$ cat config.mk
export PLATFORM = sky130hd
export DESIGN_NAME = inst_fetch_unit_flat
export DESIGN_NICKNAME = d
export VERILOG_FILES = /design/src/rtl/inst_fetch_unit_if.sv /design/src/rtl/inst_fetch_unit.sv /design/src/flat_wrapper.sv
export SDC_FILE = /design/constraint.sdc
export NUM_CORES = 1
export LEC_CHECK = 0
export BUFFER_PORTS_ARGS = -buffer_cell sky130_fd_sc_hd__buf_2
export CORE_MARGIN = 5
export CORE_UTILIZATION = 47
export CTS_BUF_LIST = sky130_fd_sc_hd__clkbuf_16
export DETAILED_ROUTE_END_ITERATION = 10
export PLACE_DENSITY = 0.78
export SETUP_SLACK_MARGIN = 0.05
export SLEW_MARGIN = 5
export SYNTH_ARGS = -nofsm -noshare
export SYNTH_HDL_FRONTEND = slang
export SYNTH_SLANG_ARGS = --single-unit
$ cat constraint.sdc
create_clock -name clk -period 3 [get_ports clk]
set_input_delay 0.6 -clock clk [delete_from_list [all_inputs] [get_ports clk]]
set_output_delay 0.6 -clock clk [all_outputs]
set_load 0.05 [all_outputs]
$ cat src/rtl/inst_fetch_unit_if.sv
// Fetch-side bus between the fetch unit, inst_rom and decode.
// master = fetch unit, slave = ROM/decode/alu side.
interface inst_fetch_unit_if;
  logic        stall;
  logic        branch_taken;
  logic        jump_taken;
  logic [31:0] branch_offset;
  logic [25:0] jump_index;
  logic [31:0] rom_addr;
  logic [31:0] rom_data;
  logic [31:0] inst_out;
  logic [31:0] pc_out;
  logic        inst_valid;
  logic [31:0] inst_count;

  modport master (
    input  stall,
    input  branch_taken,
    input  jump_taken,
    input  branch_offset,
    input  jump_index,
    input  rom_data,
    output rom_addr,
    output inst_out,
    output pc_out,
    output inst_valid,
    output inst_count
  );

  modport slave (
    output stall,
    output branch_taken,
    output jump_taken,
    output branch_offset,
    output jump_index,
    output rom_data,
    input  rom_addr,
    input  inst_out,
    input  pc_out,
    input  inst_valid,
    input  inst_count
  );
endinterface

$ cat src/rtl/inst_fetch_unit.sv
// Instruction fetch: owns the PC, issues ROM addresses, squashes the
// wrong-path fetch on branch/jump and holds under downstream stall.
module inst_fetch_unit #(
  parameter logic [31:0] RESET_PC   = 32'h0000_0000,
  parameter int          ADDR_WIDTH = 32
) (
  input  logic                clk,
  input  logic                rst,
  inst_fetch_unit_if.master   bus
);

  localparam logic [1:0] FILL   = 2'd0;
  localparam logic [1:0] RUN    = 2'd1;
  localparam logic [1:0] SQUASH = 2'd2;

  logic [ADDR_WIDTH-1:0] r_pc;
  logic [ADDR_WIDTH-1:0] r_issued_pc;
  logic                  r_issued_valid;
  logic [31:0]           r_inst_count;
  logic [1:0]            r_state;

  logic [ADDR_WIDTH-1:0] w_seq_pc;
  logic [ADDR_WIDTH-1:0] w_link;
  logic [ADDR_WIDTH-1:0] w_jump_tgt;
  logic [ADDR_WIDTH-1:0] w_br_tgt;
  logic [ADDR_WIDTH-1:0] w_redir_pc;
  logic                  w_jump;
  logic                  w_branch;
  logic                  w_redirect;
  logic                  w_deliver;

  assign w_seq_pc   = r_pc + 4;
  assign w_link     = r_issued_pc + 4;
  assign w_jump_tgt = {w_link[ADDR_WIDTH-1 -: 4],
                       bus.jump_index, 2'b00};
  assign w_br_tgt   = w_link + (bus.branch_offset << 2);

  // Outcomes only count for a live instruction; jump beats branch.
  assign w_jump     = r_issued_valid & bus.jump_taken;
  assign w_branch   = r_issued_valid & bus.branch_taken & ~w_jump;
  assign w_redirect = w_jump | w_branch;
  assign w_deliver  = r_issued_valid & ~bus.stall;

  always_comb begin
    w_redir_pc = w_seq_pc;
    unique case (1'b1)
      w_jump:   w_redir_pc = w_jump_tgt;
      w_branch: w_redir_pc = w_br_tgt;
      default:  w_redir_pc = w_seq_pc;
    endcase
  end

  // A redirect overrides a stall; the sequential fetch behind it is dropped.
  always_ff @(posedge clk) begin
    if (rst) begin
      r_pc           <= RESET_PC;
      r_issued_pc    <= '0;
      r_issued_valid <= 1'b0;
    end else if (w_redirect) begin
      r_pc           <= w_redir_pc;
      r_issued_pc    <= r_pc;
      r_issued_valid <= 1'b0;
    end else if (!bus.stall) begin
      r_pc           <= w_seq_pc;
      r_issued_pc    <= r_pc;
      r_issued_valid <= 1'b1;
    end
  end

  always_ff @(posedge clk) begin
    if (rst) begin
      r_inst_count <= '0;
    end else if (w_deliver) begin
      r_inst_count <= r_inst_count + 32'd1;
    end
  end

  always_ff @(posedge clk) begin
    if (rst) begin
      r_state <= FILL;
    end else begin
      unique case (r_state)
        FILL:    r_state <= RUN;
        RUN:     r_state <= w_redirect ? SQUASH : RUN;
        SQUASH:  r_state <= RUN;
        default: r_state <= FILL;
      endcase
    end
  end

  assign bus.rom_addr   = r_pc;
  assign bus.pc_out     = r_issued_pc;
  assign bus.inst_valid = r_issued_valid;
  assign bus.inst_out   = bus.rom_data;
  assign bus.inst_count = r_inst_count;

endmodule

$ cat src/flat_wrapper.sv
// flat-port wrapper written by rule: the top's interface ports become plain ports
module inst_fetch_unit_flat 
#(
  parameter logic [31:0] RESET_PC   = 32'h0000_0000,
  parameter int          ADDR_WIDTH = 32
)
  (clk, rst, bus_stall, bus_branch_taken, bus_jump_taken, bus_branch_offset, bus_jump_index, bus_rom_data, bus_rom_addr, bus_inst_out, bus_pc_out, bus_inst_valid, bus_inst_count);
  inst_fetch_unit_if bus_i ();
  input  logic clk;
  input  logic rst;
  input wire logic [$bits(bus_i.stall)-1:0] bus_stall;
  input wire logic [$bits(bus_i.branch_taken)-1:0] bus_branch_taken;
  input wire logic [$bits(bus_i.jump_taken)-1:0] bus_jump_taken;
  input wire logic [$bits(bus_i.branch_offset)-1:0] bus_branch_offset;
  input wire logic [$bits(bus_i.jump_index)-1:0] bus_jump_index;
  input wire logic [$bits(bus_i.rom_data)-1:0] bus_rom_data;
  output wire logic [$bits(bus_i.rom_addr)-1:0] bus_rom_addr;
  output wire logic [$bits(bus_i.inst_out)-1:0] bus_inst_out;
  output wire logic [$bits(bus_i.pc_out)-1:0] bus_pc_out;
  output wire logic [$bits(bus_i.inst_valid)-1:0] bus_inst_valid;
  output wire logic [$bits(bus_i.inst_count)-1:0] bus_inst_count;
  assign bus_i.stall = bus_stall;
  assign bus_i.branch_taken = bus_branch_taken;
  assign bus_i.jump_taken = bus_jump_taken;
  assign bus_i.branch_offset = bus_branch_offset;
  assign bus_i.jump_index = bus_jump_index;
  assign bus_i.rom_data = bus_rom_data;
  assign bus_rom_addr = bus_i.rom_addr;
  assign bus_inst_out = bus_i.inst_out;
  assign bus_pc_out = bus_i.pc_out;
  assign bus_inst_valid = bus_i.inst_valid;
  assign bus_inst_count = bus_i.inst_count;
  inst_fetch_unit #(.RESET_PC(RESET_PC), .ADDR_WIDTH(ADDR_WIDTH)) u_core (.clk(clk), .rst(rst), .bus(bus_i));
endmodule
==> results of run 1 <==
-- cell type report --
type	instances	area (µm²)	share of cell area, %
Multi-Input combinational cell	736	5130	54.9
Sequential cell	97	2010	21.5
Timing Repair Buffer	268	1660	17.8
Tap cell	184	230	2.46
Clock buffer	9	225	2.41
Inverter	15	56.3	0.602
Clock inverter	7	36.3	0.388
-- cell usage in the layout (no fill, tap or decap), types with 9 or more instances in the layout --
cell type	n
a21o_1	10
a21oi_1	97
a21oi_2	12
and2_1	10
and3_1	18
buf_2	156
buf_4	102
buf_6	10
clkbuf_16	9
dfxtp_1	76
dfxtp_4	16
ha_1	31
inv_1	15
nand2_1	144
nand3_1	34
nand4_1	14
nor2_1	78
o21ai_0	23
o21ai_2	9
xnor2_1	37
xnor2_2	10
xor2_1	38
-- timing repair --
| action | 4_1_cts | 5_1_grt |
|---|---|---|
| pin swaps | 36 | 67 |
| hold buffers | 0 | 0 |
| endpoints found under the setup margin | 17 | 21 |
| hold endpoints to repair | 0 | 0 |
| gates resized for setup | 38 | 92 |
| buffers inserted | 10 | 11 |
-- cell families (layout without fill, tap and decap cells) --
family / count (synthesis) / in the layout / synth area share, %
AO/OA/AOI/OAI: 232 / 232 / 20.4
XOR/XNOR: 91 / 91 / 11.6
adder cells (fa/ha/maj): 38 / 38 / 6.97
buffers and inverters: 87 / 299 / 6.68
flip-flops: 97 / 97 / 28.0
multiplexers: 1 / 1 / 0.144
AND/OR/NAND/NOR: 374 / 374 / 26.2
-- sequential cells by signal, indices dropped and copies added (netlist names) --
register               cells
u_core.bus.pc_out         32
u_core.bus.rom_addr       32
u_core.bus.inst_valid      1
u_core.bus.inst_count     32
-- worst max-delay path, stage by stage (launching register included) --
cell and delay (ns):
dfxtp_4 0.35, nand4_1 0.13, buf_4 0.17, nor2_4 0.12
and3_4 0.24, and3_4 0.19, xor2_1 0.16, ha_1 0.29
a21oi_2 0.23, o21ai_2 0.10, a221o_1 0.37, a22o_1 0.25
a211oi_2 0.16, xnor2_1 0.17, nand2_1 0.10, a21oi_1 0.16
-- per-stage QoR --
stage,instances,setup TNS (ns),hold WS [ns],power (mW)
3_5_place_dp,1282,-0.979,0.464,2.09
3_3_place_gp,1282,-0.558,0.458,2.08
4_1_cts,1307,-0.275,0.475,3.18
6_report,1316,-1.11,0.469,3.28
5_1_grt,1316,-2.86,0.501,3.39
2_1_floorplan,920,-0.109,0.551,1.95
-- worst min path at each step --
stage	from	to	slack [ns]	depth (start not counted)
2_1_floorplan	u_core.bus.pc_out[20]	u_core.bus.pc_out[20]	0.55	2
3_3_place_gp	u_core.bus.pc_out[1]	u_core.bus.pc_out[1]	0.46	2
3_5_place_dp	u_core.bus.pc_out[0]	u_core.bus.pc_out[0]	0.46	2
4_1_cts	u_core.bus.pc_out[0]	u_core.bus.pc_out[0]	0.47	2
5_1_grt	u_core.bus.pc_out[15]	u_core.bus.pc_out[15]	0.50	2
6_report	u_core.bus.pc_out[0]	u_core.bus.pc_out[0]	0.47	2
-- power breakdown --
group | switching (mW) | internal (mW) | leakage, nW
logic | 0.515 | 0.302 | 3.29
registers | 0.0552 | 1.31 | 0.800
clock network | 0.537 | 0.554 | 0.130
-- per-layer routing --
layer / routed length [µm] / part of all wire, % / vias to the layer above / track usage, %
met5: 21 / 0.082 / - / 0
met4: 1120 / 4.4 / 4 / 8.29
met3: 2890 / 11 / 126 / 7.19
met2: 11800 / 46 / 517 / 42.2
met1: 9690 / 38 / 3667 / 32.3
li1: - / - / 3626 / -
==> flow_summary.json, run 1 <==
{
  "yosys_register_bits": 97,
  "num_vias": 7940,
  "area_growth_pct": 34.8,
  "synth.most_common_cell": "nand2_1",
  "cp-start-kind": "flop",
  "timing.rr.start": "u_core.bus.pc_out[11]",
  "reg2reg_slack_ns": -0.25,
  "startpoint": "u_core.bus.pc_out[11]",
  "critPathArrivalTime_ns": 3.54,
  "clk_latency_ns": 0.36,
  "rsz0062_at_grt": "true",
  "drive_gt1_share_pct": 36.7,
  "reg2reg_to": "u_core.bus.rom_addr[29]",
  "antenna_found_initial": 2,
  "worst_slew_pin_slew_ns": 0.724,
  "grt_first_pass_wirelength_um": 37100,
  "synth_top_area_share_pct": 28.0,
  "start_util_pct": 47.9,
  "netlist_instances": 920,
  "cts.path.max_buffers": 2,
  "cts_max_level": 3,
  "wl_per_cell_um": 19.4,
  "period_needed_ns": 3.25,
  "die_area_um2": 17300,
  "hp-class": "flop to flop",
  "synthFlopType": "dfxtp_1",
  "synth.distinct_cells": 69,
  "final_area_um2": 9350,
  "endpoint": "u_core.bus.rom_addr[29]",
  "rr_worst_depth": 15,
  "cts.sinks": 97,
  "path_clk_slew_ns": 0.08,
  "finalSetupViolCount": 10,
  "post-place-ws_ns": -0.231,
  "hpwl_um": 16900,
  "fin_crit_sh_pct": 108,
  "grt_max_degree": 66,
  "relSlewSlack_pct": 51.7,
  "grt_use_total_pct": 25.6,
  "worst-setup-path-type": "flop to flop",
  "dr.first_iter.drc_count": 913,
  "cts_tree": "done",
  "drtAntennaViolNets": 0,
  "worst_setup_path_end_kind": "flop",
  "final_util_pct": 64.6,
  "cp.required_ns": 3.29,
  "fin_skew_ns": 0.0139,
  "synth_edf_count": 0,
  "syn_area_per_cell_um2": 7.53,
  "wirelength_um": 25500,
  "powerDensity_nw_per_um2": 351,
  "violations": "negative setup slack",
  "placed_area_um2": 8330,
  "drcViolationCount": 0,
  "ir_drop_mv": 0.240,
  "core.rowCount": 44,
  "cts_buffers": 9,
  "antenna_cells": 0,
  "synth_largest_area_cell": "dfxtp_1",
  "nFillCells": 1197,
  "outcome": "finished, violations left",
  "hold_viol": 0,
  "ios": 224,
  "max_cap_viol_count": 0,
  "slew_violations": 0,
  "synth_commonest_cells": "nand2_1, a21oi_1, dfxtp_1",
  "fin_ws_ns": -0.250,
  "core_area_um2": 14500,
  "dieHeight_um": 131,
  "die_w_um": 131,
  "max_freq_mhz": 308,
  "io_buffer_count": 157,
  "async_flop_share_pct": 0,
  "netlist_area_um2": 6930,
  "ys_warn_count": 0,
  "cp_max_fo": 4,
  "gp_congestion": 0.914,
  "grt-ovfl-total": 0,
  "seq_area_frac_synth_pct": 28.0,
  "root_buffer": "clkbuf_16",
  "p_leak_nw": 4.22,
  "vias_per_cell": 6.03,
  "grt_pass1_vias": 7258,
  "final_nets": 1260,
  "synth.area.top_cells": "dfxtp_1, nand2_1, a21oi_1",
  "dr.pass1.iters": 6,
  "syn-num-nets": 1053
}
Note: power is estimated with default switching activity, not from simulation.
==> run 2: changes to the inputs <==
--- a/config.mk
+++ b/config.mk
@@ -12,6 +12,7 @@
 export DETAILED_ROUTE_END_ITERATION = 10
 export PLACE_DENSITY = 0.78
 export SETUP_SLACK_MARGIN = 0.05
+export SKIP_LAST_GASP = 1
 export SLEW_MARGIN = 5
 export SYNTH_ARGS = -nofsm -noshare
 export SYNTH_HDL_FRONTEND = slang
==> flow_summary.json, run 2 (synthesized netlist as in run 1, its figures left out) <==
{
  "seq_area_um2": 2010,
  "slowest_stage": "dfxtp_4",
  "area_growth_pct": 32.0,
  "final_common_cell": "buf_2",
  "max_stage_delay_ns": 0.35,
  "io_buffer_count": 157,
  "violations": "negative setup slack",
  "start_util_pct": 47.9,
  "multi_input_area_um2": 4980,
  "max_freq_mhz": 305,
  "drive_gt1_share_pct": 34.6,
  "hp-class": "flop to flop",
  "ios": 224,
  "critPathArrivalTime_ns": 3.49,
  "final_cell_mix": "buf_2, nand2_1, buf_4",
  "cp.required_ns": 3.20,
  "grt-busiest-layer": "met2",
  "final_nets": 1257,
  "final_util_pct": 63.2,
  "use_met2_pct": 42.2,
  "grt_pass1_vias": 7258,
  "cp-start-kind": "flop",
  "die_area_um2": 17300,
  "worst_slew_pin_slew_ns": 0.733,
  "clk_latency_ns": 0.35,
  "met1_usage_pct": 32.3,
  "max_cap_viol_count": 0,
  "finalSetupViolCount": 8,
  "antenna_cells": 0,
  "cts.path.max_buffers": 2,
  "fin_ws_ns": -0.284,
  "vias_per_cell": 5.94,
  "drcViolationCount": 0,
  "worst-setup-path-type": "flop to flop",
  "slew_violations": 0,
  "path_clk_slew_ns": 0.06,
  "rsz0062_at_grt": "true",
  "grt_max_degree": 66,
  "core.rowCount": 44,
  "crit_chain": "nand4_1 > buf_4 > nor2_4 > nand2_2 > nor2_2 > and3_1 > xor2_2 > ha_1 > a21oi_2 > inv_1 > a2111oi_4 > o21ai_1 > o21ai_2 > o41ai_4 > xnor2_1 > o22ai_1",
  "hpwl_um": 16900,
  "gp_congestion": 0.914,
  "grt_use_total_pct": 25.6,
  "wirelength_um": 24700,
  "dr.pass1.iters": 6,
  "drtAntennaViolNets": 0,
  "hold_viol": 0,
  "antenna_found_initial": 2,
  "cts.sinks": 97,
  "fin_crit_sh_pct": 109,
  "grtUsageMet3_pct": 7.19,
  "period_needed_ns": 3.28,
  "root_buffer": "clkbuf_16",
  "die_w_um": 131,
  "nFillCells": 1245,
  "cts_buffers": 9,
  "cp_max_fo": 3,
  "worst_setup_path_end_kind": "flop",
  "num_vias": 7798,
  "p_leak_nw": 4.13,
  "outcome": "finished, violations left",
  "wl_per_cell_um": 18.8,
  "dieHeight_um": 131,
  "grt_first_pass_wirelength_um": 37100,
  "fin_hold_ws_ns": 0.472,
  "dr.first_iter.drc_count": 786,
  "cts_max_level": 3,
  "final_cells": 1313,
  "grt-ovfl-total": 0,
  "relSlewSlack_pct": 51.1,
  "ir_drop_mv": 0.235,
  "placed_cells": 1282,
  "core_area_um2": 14500,
  "powerDensity_nw_per_um2": 354,
  "fin_skew_ns": 0.0134,
  "cts_tree": "done"
}
## run 2: changes by cell type in the layout (fill, tap and decap cells not counted), moves of 3 or more
cell     delta
o21ai_2     -3
buf_6       -5
xnor2_2     -5
xnor2_1     +6
o21ai_0     +3
## run 2: critical path, delay by kind of cell, from the launching register on
| kind | cells | cell delay (ns) |
|---|---|---|
| adder cells (fa/ha/maj) | 1 | 0.32 |
| AO/OA/AOI/OAI | 6 | 1.00 |
| AND/OR/NAND/NOR | 5 | 0.81 |
| flip-flops | 1 | 0.35 |
| buffers and inverters | 2 | 0.27 |
| XOR/XNOR | 2 | 0.38 |
## run 2: final timing paths
kind / start / to / slack, ns / cells after the start
setup / recovery: u_core.bus.pc_out[10] / u_core.bus.rom_addr[31] / -0.28 / 16
hold / removal: u_core.bus.pc_out[0] / u_core.bus.pc_out[0] / 0.47 / 2
setup reg to reg: u_core.bus.pc_out[10] / u_core.bus.rom_addr[31] / -0.28 / 16
hold reg to reg: u_core.bus.pc_out[0] / u_core.bus.pc_out[0] / 0.47 / 2
## run 2: area by class of cell
cell class	count	share of cell area, %
clock buffers	9	2.46
clock inverters	7	0.396
inverters	15	0.615
multi-input cells	736	54.4
flip-flops and latches	97	21.9
well taps	184	2.52
repair buffers	265	17.7
## run 2: through the flow
step                total power, mW  setup slack (ns)  TNS, ns  cell area (µm²)
global placement               2.08            -0.138   -0.558             8330
detailed placement             2.09            -0.231   -0.979             8330
CTS                            3.18            -0.128   -0.275             8800
floorplan                      1.95            -0.109   -0.109             7020
finish                         3.24            -0.284   -0.965             9150
global route                   3.36            -0.369    -2.59             9150
## run 2: power breakdown
part           total, mW  switching, mW  internal (mW)
clock               1.08          0.524          0.554
sequential          1.37         0.0548           1.31
combinational      0.796          0.503          0.293
## run 2: repair_timing
action,CTS,global route
hold buffers,0,0
buffers inserted,10,7
hold endpoints to repair,0,0
setup endpoints to repair,17,21
pin swaps,33,38
gates resized for setup,37,57
## run 2: per-layer routing
| metal | wire [µm] | vias to the layer above |
|---|---|---|
| li1 | - | 3617 |
| met1 | 9690 | 3616 |
| met2 | 11500 | 482 |
| met3 | 2680 | 79 |
| met4 | 780 | 4 |
| met5 | 21 | - |
